### config.mk
export PLATFORM = sky130hd
export DESIGN_NAME = nukv_fifo_feeder
export DESIGN_NICKNAME = d
export VERILOG_FILES = /design/src/rtl/nukv_fifo_feeder.sv
export SDC_FILE = /design/constraint.sdc
export NUM_CORES = 1
export LEC_CHECK = 0
export CAP_MARGIN = 40
export CORE_MARGIN = 2
export CORE_UTILIZATION = 36
export CTS_CLUSTER_SIZE = 24
export DETAILED_ROUTE_END_ITERATION = 8
export PLACE_DENSITY_LB_ADDON = 0.3
export SLEW_MARGIN = 20
export SYNTH_ARGS = -nofsm -noshare
export SYNTH_HDL_FRONTEND = slang
export SYNTH_SLANG_ARGS = --single-unit
export TNS_END_PERCENT = 50
### constraint.sdc
create_clock -name clk -period 1.5 [get_ports clk]
set_input_delay 0.375 -clock clk [delete_from_list [all_inputs] [get_ports clk]]
set_output_delay 0.375 -clock clk [all_outputs]
set_load 0.01 [all_outputs]
### src/rtl/nukv_fifo_feeder.sv
// Write-side feeder for the NUKV synchronous FIFO: valid/ready upstream, fixed-latency
// pipeline to a no-backpressure write port, almost-full throttle with resume hysteresis.
// Optional statistics are built when NUKV_FEEDER_STATS_EN is defined.
module nukv_fifo_feeder #(
  parameter int DATA_SIZE     = 16,
  parameter int PIPE_STAGES   = 1,
  parameter int SLACK         = 8,
  parameter int RESUME_CYCLES = 4
) (
  input  logic                 clk,
  input  logic                 rst,
  input  logic [DATA_SIZE-1:0] s_axis_tdata,
  input  logic                 s_axis_tvalid,
  output logic                 s_axis_tready,
  output logic [DATA_SIZE-1:0] m_axis_tdata,
  output logic                 m_axis_tvalid,
  input  logic                 m_axis_tready,
  input  logic                 m_axis_talmostfull,
  output logic [31:0]          stat_words,
  output logic                 stat_overflow
);

  // Worst case is PIPE_STAGES+2 writes after almost-full rises; they must fit in the slack.
  if (PIPE_STAGES < 1 || PIPE_STAGES + 2 > SLACK) begin : g_bad_slack
    $error("nukv_fifo_feeder: need 1 <= PIPE_STAGES and PIPE_STAGES+2 <= SLACK");
  end
  if (RESUME_CYCLES < 0 || RESUME_CYCLES > 15) begin : g_bad_resume
    $error("nukv_fifo_feeder: RESUME_CYCLES must be in 0..15");
  end

  localparam logic       HOLD       = 1'b0;
  localparam logic       RUN        = 1'b1;
  localparam logic [3:0] RESUME_CNT = RESUME_CYCLES[3:0];

  logic       state;
  logic [3:0] cnt;
  logic       afull_q;
  logic       accept;

  // NOTE: sequential state uses non-blocking assignments so every register samples
  // pre-edge values; blocking here would let afull_q leak into the FSM in one cycle.
  always_ff @(posedge clk) begin
    if (rst) begin
      afull_q <= 1'b1;
      state   <= HOLD;
      cnt     <= '0;
    end else begin
      afull_q <= m_axis_talmostfull;
      if (state == RUN) begin
        if (afull_q) begin
          state <= HOLD;
          cnt   <= '0;
        end
      end else begin
        if (afull_q) begin
          cnt <= '0;
        end else if (cnt != RESUME_CNT) begin
          cnt <= cnt + 4'd1;
        end else begin
          state <= RUN;
        end
      end
    end
  end

  assign s_axis_tready = (state == RUN);
  assign accept        = s_axis_tvalid & s_axis_tready;

  logic [PIPE_STAGES-1:0] vld_q;
  logic [DATA_SIZE-1:0]   dat_q [PIPE_STAGES];

  // NOTE: the data registers are reset too, because m_axis_tdata has a defined reset
  // value; a pure storage array with no observable reset value would be left unreset.
  always_ff @(posedge clk) begin
    if (rst) begin
      vld_q <= '0;
      for (int i = 0; i < PIPE_STAGES; i++) dat_q[i] <= '0;
    end else begin
      vld_q[0] <= accept;
      if (accept) dat_q[0] <= s_axis_tdata;
      for (int i = 1; i < PIPE_STAGES; i++) begin
        vld_q[i] <= vld_q[i-1];
        dat_q[i] <= dat_q[i-1];
      end
    end
  end

  assign m_axis_tvalid = vld_q[PIPE_STAGES-1];
  assign m_axis_tdata  = dat_q[PIPE_STAGES-1];

`ifdef NUKV_FEEDER_STATS_EN
  logic [31:0] words_q;
  logic        overflow_q;

  // An overflowing write still goes out but is not counted as a successful word.
  always_ff @(posedge clk) begin
    if (rst) begin
      words_q    <= '0;
      overflow_q <= 1'b0;
    end else if (m_axis_tvalid) begin
      if (m_axis_tready) words_q <= words_q + 32'd1;
      else               overflow_q <= 1'b1;
    end
  end

  assign stat_words    = words_q;
  assign stat_overflow = overflow_q;
`else
  logic unused_tready;
  assign unused_tready = m_axis_tready;
  assign stat_words    = '0;
  assign stat_overflow = 1'b0;
`endif

endmodule

After elaboration in Yosys (flattened, before gate mapping). Memories as Yosys holds them, arrays and structs flattened. Cells that the tools add are included.

Output and inout port bits: 51. Bits in registers: 7. Input bits: 21. Memories kept: 1. Memory bits (writable): 16.

Memory list: dat_q (depth 1, bits a word 16, rd ports 1, clocked after Yosys merged registers in 0, write ports 1, RTL line 70) `logic [DATA_SIZE-1:0] dat_q [PIPE_STAGES];`.

Reductions and logical operators: 3. Eq/ne operators: 2. Multiplexer cells: 15. Add/subtract/negate cells: 1. Bitwise operators: 1.

Operators by type and width (number): $mux W16 (1); $mux W4 (4); $reduce_or A16 Y1 (1); $mux W1 (10); $add A4 B1 Y4 const B (1); $ne A4 B3 Y1 const B (1); $ne A2 B1 Y1 const B (1); $reduce_and A2 Y1 (1); $reduce_bool A2 Y1 (1); $and A1 B1 Y1 (1).

Longest topological paths before layout. Gate-level depths: netlist of run 1.

Depth after elaboration: 6. Depth in mapped cells: 5. Gate-level depth less buffers: 5.

Worst setup path before layout of run 1. OpenSTA, ideal clock, no wires.

Path type: flip-flop to flip-flop. Start: reg state, in the netlist s_axis_tready. End: mem dat_q[0][0] (enable). Data arrival time: 0.987 ns. Stages on the path, launching flop included: 3. Required time: 1.125 ns. Path slack: 0.139 ns. Library setup time: 0.375 ns. Cells stage by stage: dfxtp_1 -> nand2_1 -> nand2b_1.

Cells in the longest elaborated chain, start to end: 6.

RTL lines: start: declaration (RTL line 35) `logic state;`; start signal: assignment (RTL line 45) `state <= HOLD;`; start signal: assignment (RTL line 51) `state <= HOLD;`; start signal: assignment (RTL line 60) `state <= RUN;`; $and A1 B1 Y1 (*) (RTL line 67) `assign accept = s_axis_tvalid & s_axis_tready;`; $mux W1 (*) (RTL line 80) `if (accept) dat_q[0] <= s_axis_tdata;`; $mux W1 (*) (RTL line 75) `if (rst) begin`; $mux W1 (not written as such) (*) (RTL line 80); $reduce_or A16 Y1 (no line); $mux W1 (no line) (*); end: declaration (RTL line 70).

Mark *: on every way between the ends. The rest lies on a longest branch, timed or not.

Worst setup path in the final report of run 1.
Start: reg cnt[1]. End: reg cnt[0].

Cells in the longest elaborated chain, start to end: 3.

RTL lines: start: declaration (RTL line 36) `logic [3:0] cnt;`; start signal: assignment (RTL line 58) `cnt <= cnt + 4'd1;`; $ne A4 B3 Y1 (RTL line 57) `end else if (cnt != RESUME_CNT) begin`; $reduce_bool A2 Y1 (no line); $reduce_and A2 Y1 (no line).

No other way between the ends. A chain may end at the register's enable or synchronous reset.

==> results of run 1 <==
==> registers in the layout, summed over array words and instances (netlist names) <==
| signal | cells |
|---|---|
| m_axis_tvalid | 1 |
| afull_q | 1 |
| cnt | 4 |
| s_axis_tready | 1 |
| dat_q | 16 |
==> routing by layer <==
layer | GRT usage [%] | vias to the layer above | wire length [um]
li1 | - | 349 | -
met1 | 10.3 | 298 | 744
met2 | 16.8 | 48 | 802
met3 | 2.56 | 2 | 240
met4 | 3.73 | 0 | 13
met5 | 0 | - | 0
==> logic make-up after synthesis <==
family                   after synthesis
buffers and inverters                 36
AND/OR/NAND/NOR                       29
AO/OA/AOI/OAI                          8
other                                  1
flip-flops                            23
adder cells (fa/ha/maj)                2
==> per-stage QoR <==
step           cells  power (mW)  setup slack [ns]  util (%)
2_1_floorplan    131       0.836             0.139         -
6_report         186        1.11             0.124      49.1
5_1_grt          186        1.17            0.0487      49.1
3_3_place_gp     182       0.863           -0.0270      48.9
4_1_cts          186        1.13            0.0777      49.0
3_5_place_dp     182       0.864           -0.0335      48.9
==> synthesized netlist by cell type, drive strengths merged <==
cell	number	area share, %
dfxtp	7	12
nand2	3	0.98
nor2	2	0.87
o21ai	2	0.87
buf	34	22
conb	1	0.33
or3	2	1.1
and3b	1	1.1
nor2b	1	0.55
o31ai	1	0.66
nand4b	1	0.76
nand2b	2	1.1
inv	2	0.66
and2	16	8.7
ha	2	2.2
o211ai	1	0.66
a31oi	1	0.55
a21boi	2	1.3
o21a	1	0.66
or2	1	0.55
edfxtp	16	42
==> how the worst min path moves through the flow <==
stage | startpoint | to | slack [ns] | depth (start not counted)
3_5_place_dp | cnt[3] | cnt[3] | 0.47 | 2
5_1_grt | cnt[3] | cnt[3] | 0.51 | 2
2_1_floorplan | cnt[3] | cnt[3] | 0.45 | 2
4_1_cts | cnt[3] | cnt[3] | 0.49 | 2
6_report | cnt[3] | cnt[3] | 0.49 | 2
3_3_place_gp | cnt[3] | cnt[3] | 0.46 | 2
==> layout make-up <==
| cell class | count | share of cell area (%) |
|---|---|---|
| inverter | 2 | 0.501 |
| multi-input combinational | 72 | 25.6 |
| tap | 44 | 3.68 |
| sequential | 23 | 41.5 |
| clock inverter | 1 | 0.334 |
| timing repair buffer | 41 | 26.9 |
| clock buffer | 3 | 1.50 |
==> power by group through the flow <==
stage / combinational, mW / clock, mW / sequential [mW]
3_3_place_gp: 0.149 / 0 / 0.713
2_1_floorplan: 0.114 / 0 / 0.723
3_5_place_dp: 0.150 / 0 / 0.714
4_1_cts: 0.140 / 0.286 / 0.699
5_1_grt: 0.152 / 0.313 / 0.700
6_report: 0.141 / 0.271 / 0.698
==> worst reg2reg max path: cells and delay by family (launching register included) <==
kind | cells | cell delay [ns]
buffers and inverters | 1 | 0.06
AOI/OAI and AO/OA | 1 | 0.14
DFF | 1 | 0.39
adders and majority gates | 1 | 0.20
and+or+nand+nor | 2 | 0.51
==> timing repair <==
item	in CTS	in global routing
endpoints found under the setup margin	18	1
gates resized for setup	18	1
pin swaps	0	0
==> summary.txt, run 1 <==
Synth
  • Post-synthesis mux area share: 0%
  • Avg Inst Size Synth: 11.6 um2
  • Simple-gate share of the synthesized area: between 15 and 20%
  • Post-synthesis compound-gate area fraction: roughly 4.7%
  • XOR/XNOR share of the synthesized area: 0%
  • Mapped Cells: between 90 and 100
  • Synthesis-stage register bit count: 23
  • Syn Std Cell Area: 1150 um2
  • Netlist cell types: 22
  • Main combinational cell family by area after synthesis: buffers and inverters
  • Register area share after synthesis: between 50% and 60%
  • Adder-Cell Fraction of Synth Area: 2.18%
  • Yosys warns: 0

Final layout
  • Share of layout cells above drive strength 1: 8.45%
  • Final Cell Area: ~1500 um2
  • Fillcell total: 298
  • Most common cell after layout, fill and taps aside: conb_1
  • Area of the multi-input gates: 383 um2
  • Seq. cell area: between 600 and 700 um2
  • Nets: around 170
  • N_diodes: 0
  • Area grow syn2layout: 30.7%
  • Most frequent cells in the layout: 33 x conb_1, 19 x clkdlybuf4s50_1, 18 x dlygate4sd2_1

Floorplanning
  • Die height: roughly 60 um
  • Die width: between 60 and 70 um
  • Die footprint: approximately 3700 um2
  • I/O pin count: 72
  • FP Rows: 20
  • Placeable Area: about 3100 um2
  • Starting Density: ~38%

Clocking
  • Clock slew at reported path FFs: around 0.12 ns
  • Root Driver: clkbuf_4
  • CTS H-tree depth: 1
  • Clk Latency, worst-skew pair: 0.29 ns
  • Hold-fix buffers, CTS: 0
  • CTS Buf Count: 3
  • Max Root-Sink Buffers: 2
  • Clock Sinks: 23
  • CTS tree: yes
  • Postcts setup bufs: 0

Route
  • Total wire length: roughly 1800 um
  • Post-route DRC: 0
  • DR pass1 iterations: 2
  • Post-DRT Antenna Nets: 0
  • Via count: around 700
  • Vias/cell: 3.75
  • 1st-iter DRT viols: 2
  • WL/cell: between 9 and 10 um

Power
  • Pint: approximately 0.86 mW
  • Power Dens Cells: about 740 nW/um2
  • P_sw: 0.249 mW
  • Max VDD drop: ~0.26 mV
  • Logic pwr share: roughly 13%
  • Clk pwr share: 24.4%
  • Switching fraction of total power: between 20% and 30%
  • Leak: between 0.6 and 0.7 nW
  • Sequential cell fraction of total power: between 60% and 70%

Critical path
  • Worst path top cell family by delay: simple AND/OR/NAND/NOR gates
  • R2r setup slk: about 0.12 ns
  • CP max FO: 5
  • RR Endpoint: cnt[0]
  • Slowest-stage cell, CP: dfxtp_1
  • CP peak stage delay: between 0.3 and 0.4 ns
  • CP Launch Point: cnt[1]
  • CP startpoint kind: flop
  • R2r worst-path depth: 5
  • Critical-path cell list: inv_1 -> ha_1 -> and3b_4 -> or3_1 -> a21boi_1
  • Critical path class: reg2reg
  • Setup crit end kind: flop
  • RR Startpoint: cnt[1]
  • Crit path DAT: roughly 1.6 ns
  • WP buf/inv: 1
  • Worst setup path endpoint: cnt[0]
  • Critical path depth in cells: 5
  • Crit path required time: roughly 1.7 ns

STA
  • Final setup viols: 0
  • Hold_ws: just under 0.5 ns
  • RSZ-0062 raised after global routing: false
  • Slew Viols, Final: 0
  • Hold Fails Final Rpt: 0
  • Clk_skew: between 0.0008 and 0.0009 ns
  • F_max: around 0.73 GHz
  • Final period util: roughly nine tenths
  • Final TNS setup: 0 ns
  • Tmin final: about 1.4 ns

Global routing
  • Vias in the first global route: between 500 and 600
  • Largest net degree at the start of global routing: 18
  • Wire length of the first global-routing pass: around 2500 um
  • Initial antenna violation count: 0
  • Global route overflow: 0
  • GRT Overall Usage: under 10%

Job
  • Max_cap viols: 0

Place
  • Routability Congestion: between 0.7 and 0.8
  • PortBufs: 37
  • Final HPWL DP: approximately 1400 um
  • Area post-placement: 1490 um2

Outcome
  • Outcome: finished, final reports clean

Hold path
  • Hold crit path type: reg2reg
Note: power is estimated with default switching activity, not from simulation.
==> inputs of run 2 (changes only) <==
--- a/config.mk
+++ b/config.mk
@@ -7,10 +7,12 @@
 export LEC_CHECK = 0
 export CAP_MARGIN = 40
 export CORE_MARGIN = 2
-export CORE_UTILIZATION = 36
+export CORE_UTILIZATION = 50
 export CTS_CLUSTER_SIZE = 24
 export DETAILED_ROUTE_END_ITERATION = 8
+export DONT_BUFFER_PORTS = 1
 export PLACE_DENSITY_LB_ADDON = 0.3
+export REMOVE_ABC_BUFFERS = 1
 export SLEW_MARGIN = 20
 export SYNTH_ARGS = -nofsm -noshare
 export SYNTH_HDL_FRONTEND = slang
==> run 2 against run 1 <==
Compared with the run above:
- clock-buffer cell count did not move
- critical path type unchanged
- core utilization up 1.3 points
- total power down 5.5%
- sequential share of layout area is 15 points higher
- combinational power shrank 56%
- hold slack worse by 0.33 ns
- flip-flop and latch count stayed put
- critical endpoint unchanged
==> summary.txt, run 2 (synthesized netlist as in run 1, its figures left out) <==
Outcome
  • Outcome: finished, final reports clean

Final layout
  • Most common cell after layout, fill and taps aside: conb_1
  • Post-layout util: 50.3% (+1.3 points)
  • Most frequent cells in the layout: 33 x conb_1, 16 x and2_1, 16 x edfxtp_1
  • Final Cell Area: 1100 um2 (-26%)
  • Share of layout cells above drive strength 1: 9.71% (+1.3 points)
  • Max reg flops: 16 (unchanged)
  • Reg with most FFs: dat_q
  • N_diodes: 0 (unchanged)
  • Fillcell total: 199 (-33%)
  • Area grow syn2layout: -3.82%
  • Top flop regs: dat_q (16), cnt (4)
  • Nets: 127 (-23%)

Power
  • Power Dens Cells: 952 nW/um2 (+28%)
  • Leak: 0.471 nW (-30%)
  • Max VDD drop: 0.655 mV (+160%)
  • Overall power: 1.05 mW (-5.5%)

Floorplanning
  • Die width: 51.9 um (-14%)
  • I/O pin count: 72 (unchanged)
  • Die height: 51.9 um (-14%)
  • Starting Density: 52.3% (+15 points)
  • Placeable Area: 2190 um2 (-28%)
  • Die footprint: 2690 um2 (-26%)
  • FP Rows: 17 (-15%)

Clocking
  • Clk Latency, worst-skew pair: 0.30 ns (about the same)
  • Postcts setup bufs: 0 (unchanged)
  • Post_cts resized: 0 (-18)
  • Root Driver: clkbuf_4
  • CTS H-tree depth: 1 (unchanged)
  • Clock slew at reported path FFs: 0.12 ns (about the same)
  • Hold-fix buffers, CTS: 0 (unchanged)
  • CTS tree: yes
  • Max Root-Sink Buffers: 2 (unchanged)
  • Clock Sinks: 23 (unchanged)
  • CTS Buf Count: 3 (unchanged)

Critical path
  • Slowest-stage cell, CP: dfxtp_1
  • CP Launch Point: cnt[1]
  • R2r setup slk: 0.13 ns (about the same)
  • CP peak stage delay: 0.40 ns (about the same)
  • Critical-path cell list: inv_1 -> ha_1 -> and3b_4 -> or3_1 -> a21boi_1
  • Crit path required time: 1.74 ns (about the same)
  • Setup crit end kind: flop
  • CP max FO: 5 (unchanged)
  • R2r worst-path depth: 5 (unchanged)
  • CP startpoint kind: flop
  • Critical path class: reg2reg
  • Crit path DAT: 1.61 ns (about the same)
  • Worst setup path endpoint: cnt[0]
  • RR Endpoint: cnt[0]
  • RR Startpoint: cnt[1]

Hold path
  • Hold crit path type: in2reg

STA
  • F_max: 0.730 GHz (+0.39%)
  • Tmin final: 1.37 ns (-0.00532 ns)
  • Final setup viols: 0 (unchanged)
  • Final TNS setup: 0 ns (unchanged)
  • RSZ-0062 raised after global routing: false
  • Final period util: 91.4% (-0.35 points)
  • Hold Fails Final Rpt: 0 (unchanged)
  • Clk_skew: 0.00215 ns (+0.00132 ns)
  • Slew Viols, Final: 0 (unchanged)

Route
  • Post-DRT Antenna Nets: 0 (unchanged)
  • 1st-iter DRT viols: 2 (unchanged)
  • DR pass1 iterations: 3 (+1)
  • WL/cell: 11.4 um (+18%)
  • Total wire length: 1490 um (-17%)
  • Post-route DRC: 0 (unchanged)
  • Via count: 569 (-18%)
  • Vias/cell: 4.34 (+16%)

Global routing
  • GRT Overall Usage: 11.8% (+2.6 points)
  • Global route overflow: 0 (unchanged)
  • Vias in the first global route: 497 (-17%)
  • Largest net degree at the start of global routing: 18 (unchanged)
  • Initial antenna violation count: 0 (unchanged)
  • Wire length of the first global-routing pass: 2240 um (-10%)

Job
  • Max_cap viols: 0 (unchanged)

Place
  • Routability Congestion: 0.697 (-4.0%)
  • Area post-placement: 1070 um2 (-28%)
  • PortBufs: 0 (-100%)
  • Final HPWL DP: 1150 um (-18%)
[run 2: final cells by class]
| type | instances | area (um2) | area share [%] |
|---|---|---|---|
| Sequential cell | 23 | 622 | 56.4 |
| Multi-Input combinational cell | 72 | 383 | 34.7 |
| Tap cell | 28 | 35.0 | 3.18 |
| Timing Repair Buffer | 2 | 27.5 | 2.50 |
| Clock buffer | 3 | 22.5 | 2.04 |
| Inverter | 2 | 7.51 | 0.681 |
| Clock inverter | 1 | 5.00 | 0.454 |
[run 2: through the flow]
| stage | setup slack, ns | cells | hold WS (ns) |
|---|---|---|---|
| final | 0.129 | 131 | 0.161 |
| after global routing | 0.0333 | 131 | 0.127 |
| after CTS | 0.0947 | 131 | 0.145 |
| after detailed placement | 0.126 | 127 | 0.468 |
| after global placement | 0.166 | 127 | 0.462 |
| after floorplan | 0.139 | 97 | 0.447 |
[run 2: report_power, final]
| part | switching (mW) | internal (mW) |
|---|---|---|
| Clock | 0.177 | 0.0995 |
| Sequential | 0.0156 | 0.695 |
| Combinational | 0.0512 | 0.0107 |
[run 2: how the worst min path moves through the flow]
stage / start / to / slack, ns / cells after the start
2_1_floorplan: cnt[3] / cnt[3] / 0.45 / 2
3_3_place_gp: cnt[3] / cnt[3] / 0.46 / 2
3_5_place_dp: cnt[3] / cnt[3] / 0.47 / 2
4_1_cts: m_axis_talmostfull / afull_q / 0.15 / 1
5_1_grt: m_axis_talmostfull / afull_q / 0.13 / 1
6_report: m_axis_talmostfull / afull_q / 0.16 / 1
[run 2: worst max-delay path, delay by kind of cell (launching register included)]
kind	cells	cell delay (ns)
AND/OR/NAND/NOR	2	0.51
flip-flops	1	0.40
adder cells (fa/ha/maj)	1	0.20
AO/OA/AOI/OAI	1	0.14
buffers and inverters	1	0.06
[run 2: metal layers]
layer	global-route usage (%)	share of wire, %
met5	0	0
met4	5.26	0.94
met3	9.48	16
met2	18.1	47
met1	11.5	36
==> inputs of run 3 (changes only) <==
--- a/config.mk
+++ b/config.mk
@@ -6,13 +6,14 @@
 export NUM_CORES = 1
 export LEC_CHECK = 0
 export CAP_MARGIN = 40
-export CORE_MARGIN = 2
+export CORE_MARGIN = 5
 export CORE_UTILIZATION = 50
 export CTS_CLUSTER_SIZE = 24
 export DETAILED_ROUTE_END_ITERATION = 8
 export DONT_BUFFER_PORTS = 1
 export PLACE_DENSITY_LB_ADDON = 0.3
 export REMOVE_ABC_BUFFERS = 1
+export SKIP_CTS_REPAIR_TIMING = 1
 export SLEW_MARGIN = 20
 export SYNTH_ARGS = -nofsm -noshare
 export SYNTH_HDL_FRONTEND = slang
==> run 3 against run 2 <==
Compared with the run above:
- highest routed layer unchanged
- critical path type unchanged
- combinational power increased by 2%
- setup slack got worse by 0.0077 ns
- hold slack improved by 0.0046 ns
- register-to-register slack about the same
- sequential share of layout area unchanged
- critical endpoint unchanged
- largest power group unchanged
- largest cell class unchanged
==> summary.txt, run 3 (synthesized netlist as in run 1, its figures left out) <==
Global routing
  • GRT Overall Usage: 11.0% (-0.89 points)
  • Global route overflow: 0 (unchanged)
  • Initial antenna violation count: 0 (unchanged)
  • Largest net degree at the start of global routing: 18 (unchanged)
  • Vias in the first global route: 602 (+21%)
  • Wire length of the first global-routing pass: 2770 um (+24%)

Final layout
  • Max reg flops: 16 (unchanged)
  • Most frequent cells in the layout: 33 x conb_1, 16 x and2_1, 16 x edfxtp_1
  • Top flop regs: dat_q (16), cnt (4)
  • Most common cell after layout, fill and taps aside: conb_1
  • Final Cell Area: 1100 um2 (unchanged)
  • Reg with most FFs: dat_q
  • Nets: 127 (unchanged)
  • Area grow syn2layout: -3.82% (unchanged)
  • N_diodes: 0 (unchanged)
  • Share of layout cells above drive strength 1: 9.71% (unchanged)

Route
  • Vias/cell: 4.32 (-0.53%)
  • WL/cell: 13.4 um (+17%)
  • Via count: 566 (-0.53%)
  • 1st-iter DRT viols: 4 (+2)
  • Total wire length: 1750 um (+17%)
  • DR pass1 iterations: 4 (+1)
  • Post-route DRC: 0 (unchanged)
  • Post-DRT Antenna Nets: 0 (unchanged)

STA
  • Final period util: 91.9% (+0.51 points)
  • Tmin final: 1.38 ns (+0.00769 ns)
  • Hold Fails Final Rpt: 0 (unchanged)
  • Slew Viols, Final: 0 (unchanged)
  • F_max: 0.726 GHz (-0.56%)
  • Clk_skew: 0.0118 ns (+0.00967 ns)
  • Final TNS setup: 0 ns (unchanged)
  • Final setup viols: 0 (unchanged)
  • RSZ-0062 raised after global routing: false

Place
  • Routability Congestion: 0.641 (-8.1%)
  • Area post-placement: 1070 um2 (unchanged)
  • Final HPWL DP: 1370 um (+19%)
  • PortBufs: 0 (unchanged)

Power
  • Leak: 0.471 nW (unchanged)
  • Max VDD drop: 0.511 mV (-22%)
  • Power Dens Cells: 958 nW/um2 (+0.70%)

Clocking
  • Clock slew at reported path FFs: 0.12 ns (about the same)
  • Max Root-Sink Buffers: 2 (unchanged)
  • CTS H-tree depth: 1 (unchanged)
  • Root Driver: clkbuf_4
  • CTS Buf Count: 3 (unchanged)
  • Clock Sinks: 23 (unchanged)
  • Clk Latency, worst-skew pair: 0.31 ns (about the same)
  • CTS tree: yes

Critical path
  • Setup crit end kind: flop
  • CP startpoint kind: flop
  • Crit path required time: 1.74 ns (about the same)
  • CP max FO: 5 (unchanged)
  • Critical path class: reg2reg
  • Crit path DAT: 1.62 ns (about the same)

Floorplanning
  • FP Rows: 17 (unchanged)
  • Die height: 57.9 um (+12%)
  • Die footprint: 3350 um2 (+24%)
  • Die width: 57.9 um (+12%)
  • I/O pin count: 72 (unchanged)
  • Starting Density: 52.3% (unchanged)
  • Placeable Area: 2190 um2 (unchanged)

Outcome
  • Outcome: finished, final reports clean

Job
  • Max_cap viols: 0 (unchanged)

Hold path
  • Hold crit path type: in2reg
run 3: final cells by class:
type / count / area (um2)
multi-input combinational: 72 / 383
sequential: 23 / 622
inverter: 2 / 7.51
fill: 194 / 1090
clock inverter: 1 / 5.00
timing repair buffer: 2 / 27.5
clock buffer: 3 / 22.5
tap: 28 / 35.0
run 3: worst paths after layout:
path                      start  slack (ns)  cells past startpoint  endpoint
max                      cnt[1]        0.12                      5    cnt[0]
min          m_axis_talmostfull        0.17                      1   afull_q
max reg2reg              cnt[1]        0.12                      5    cnt[0]
min reg2reg              cnt[3]        0.49                      2    cnt[3]
run 3: per-stage QoR:
stage	cells	util [%]	hold slack, ns	power [mW]	setup slack (ns)
after global placement	127	49.0	0.462	0.784	0.161
final	131	50.3	0.166	1.06	0.122
after detailed placement	127	49.0	0.474	0.786	0.117
after CTS	131	50.3	0.151	1.07	0.0842
after global routing	131	50.3	0.130	1.12	0.0211
after floorplan	97	-	0.447	0.772	0.139
run 3: per-layer routing:
| metal | part of all wire [%] | global-route usage [%] | vias to the layer above |
|---|---|---|---|
| met5 | 0 | 0 | - |
| met4 | 0.91 | 2.98 | 0 |
| met3 | 14 | 6.01 | 2 |
| met2 | 49 | 18.7 | 49 |
| met1 | 37 | 11.7 | 246 |
| li1 | - | - | 269 |
run 3: critical path, stage by stage, from the launching register on:
cell      delay [ns]
dfxtp_1         0.39
inv_1           0.06
ha_1            0.21
and3b_4         0.21
or3_1           0.31
a21boi_1        0.14
run 3: report_power, final:
part	switching (mW)	leakage, nW	internal, mW	total, mW
logic	0.0526	0.232	0.0107	0.0633
clock network	0.183	0.0177	0.0995	0.282
registers	0.0159	0.222	0.695	0.711
total	0.251	0.471	0.805	1.06
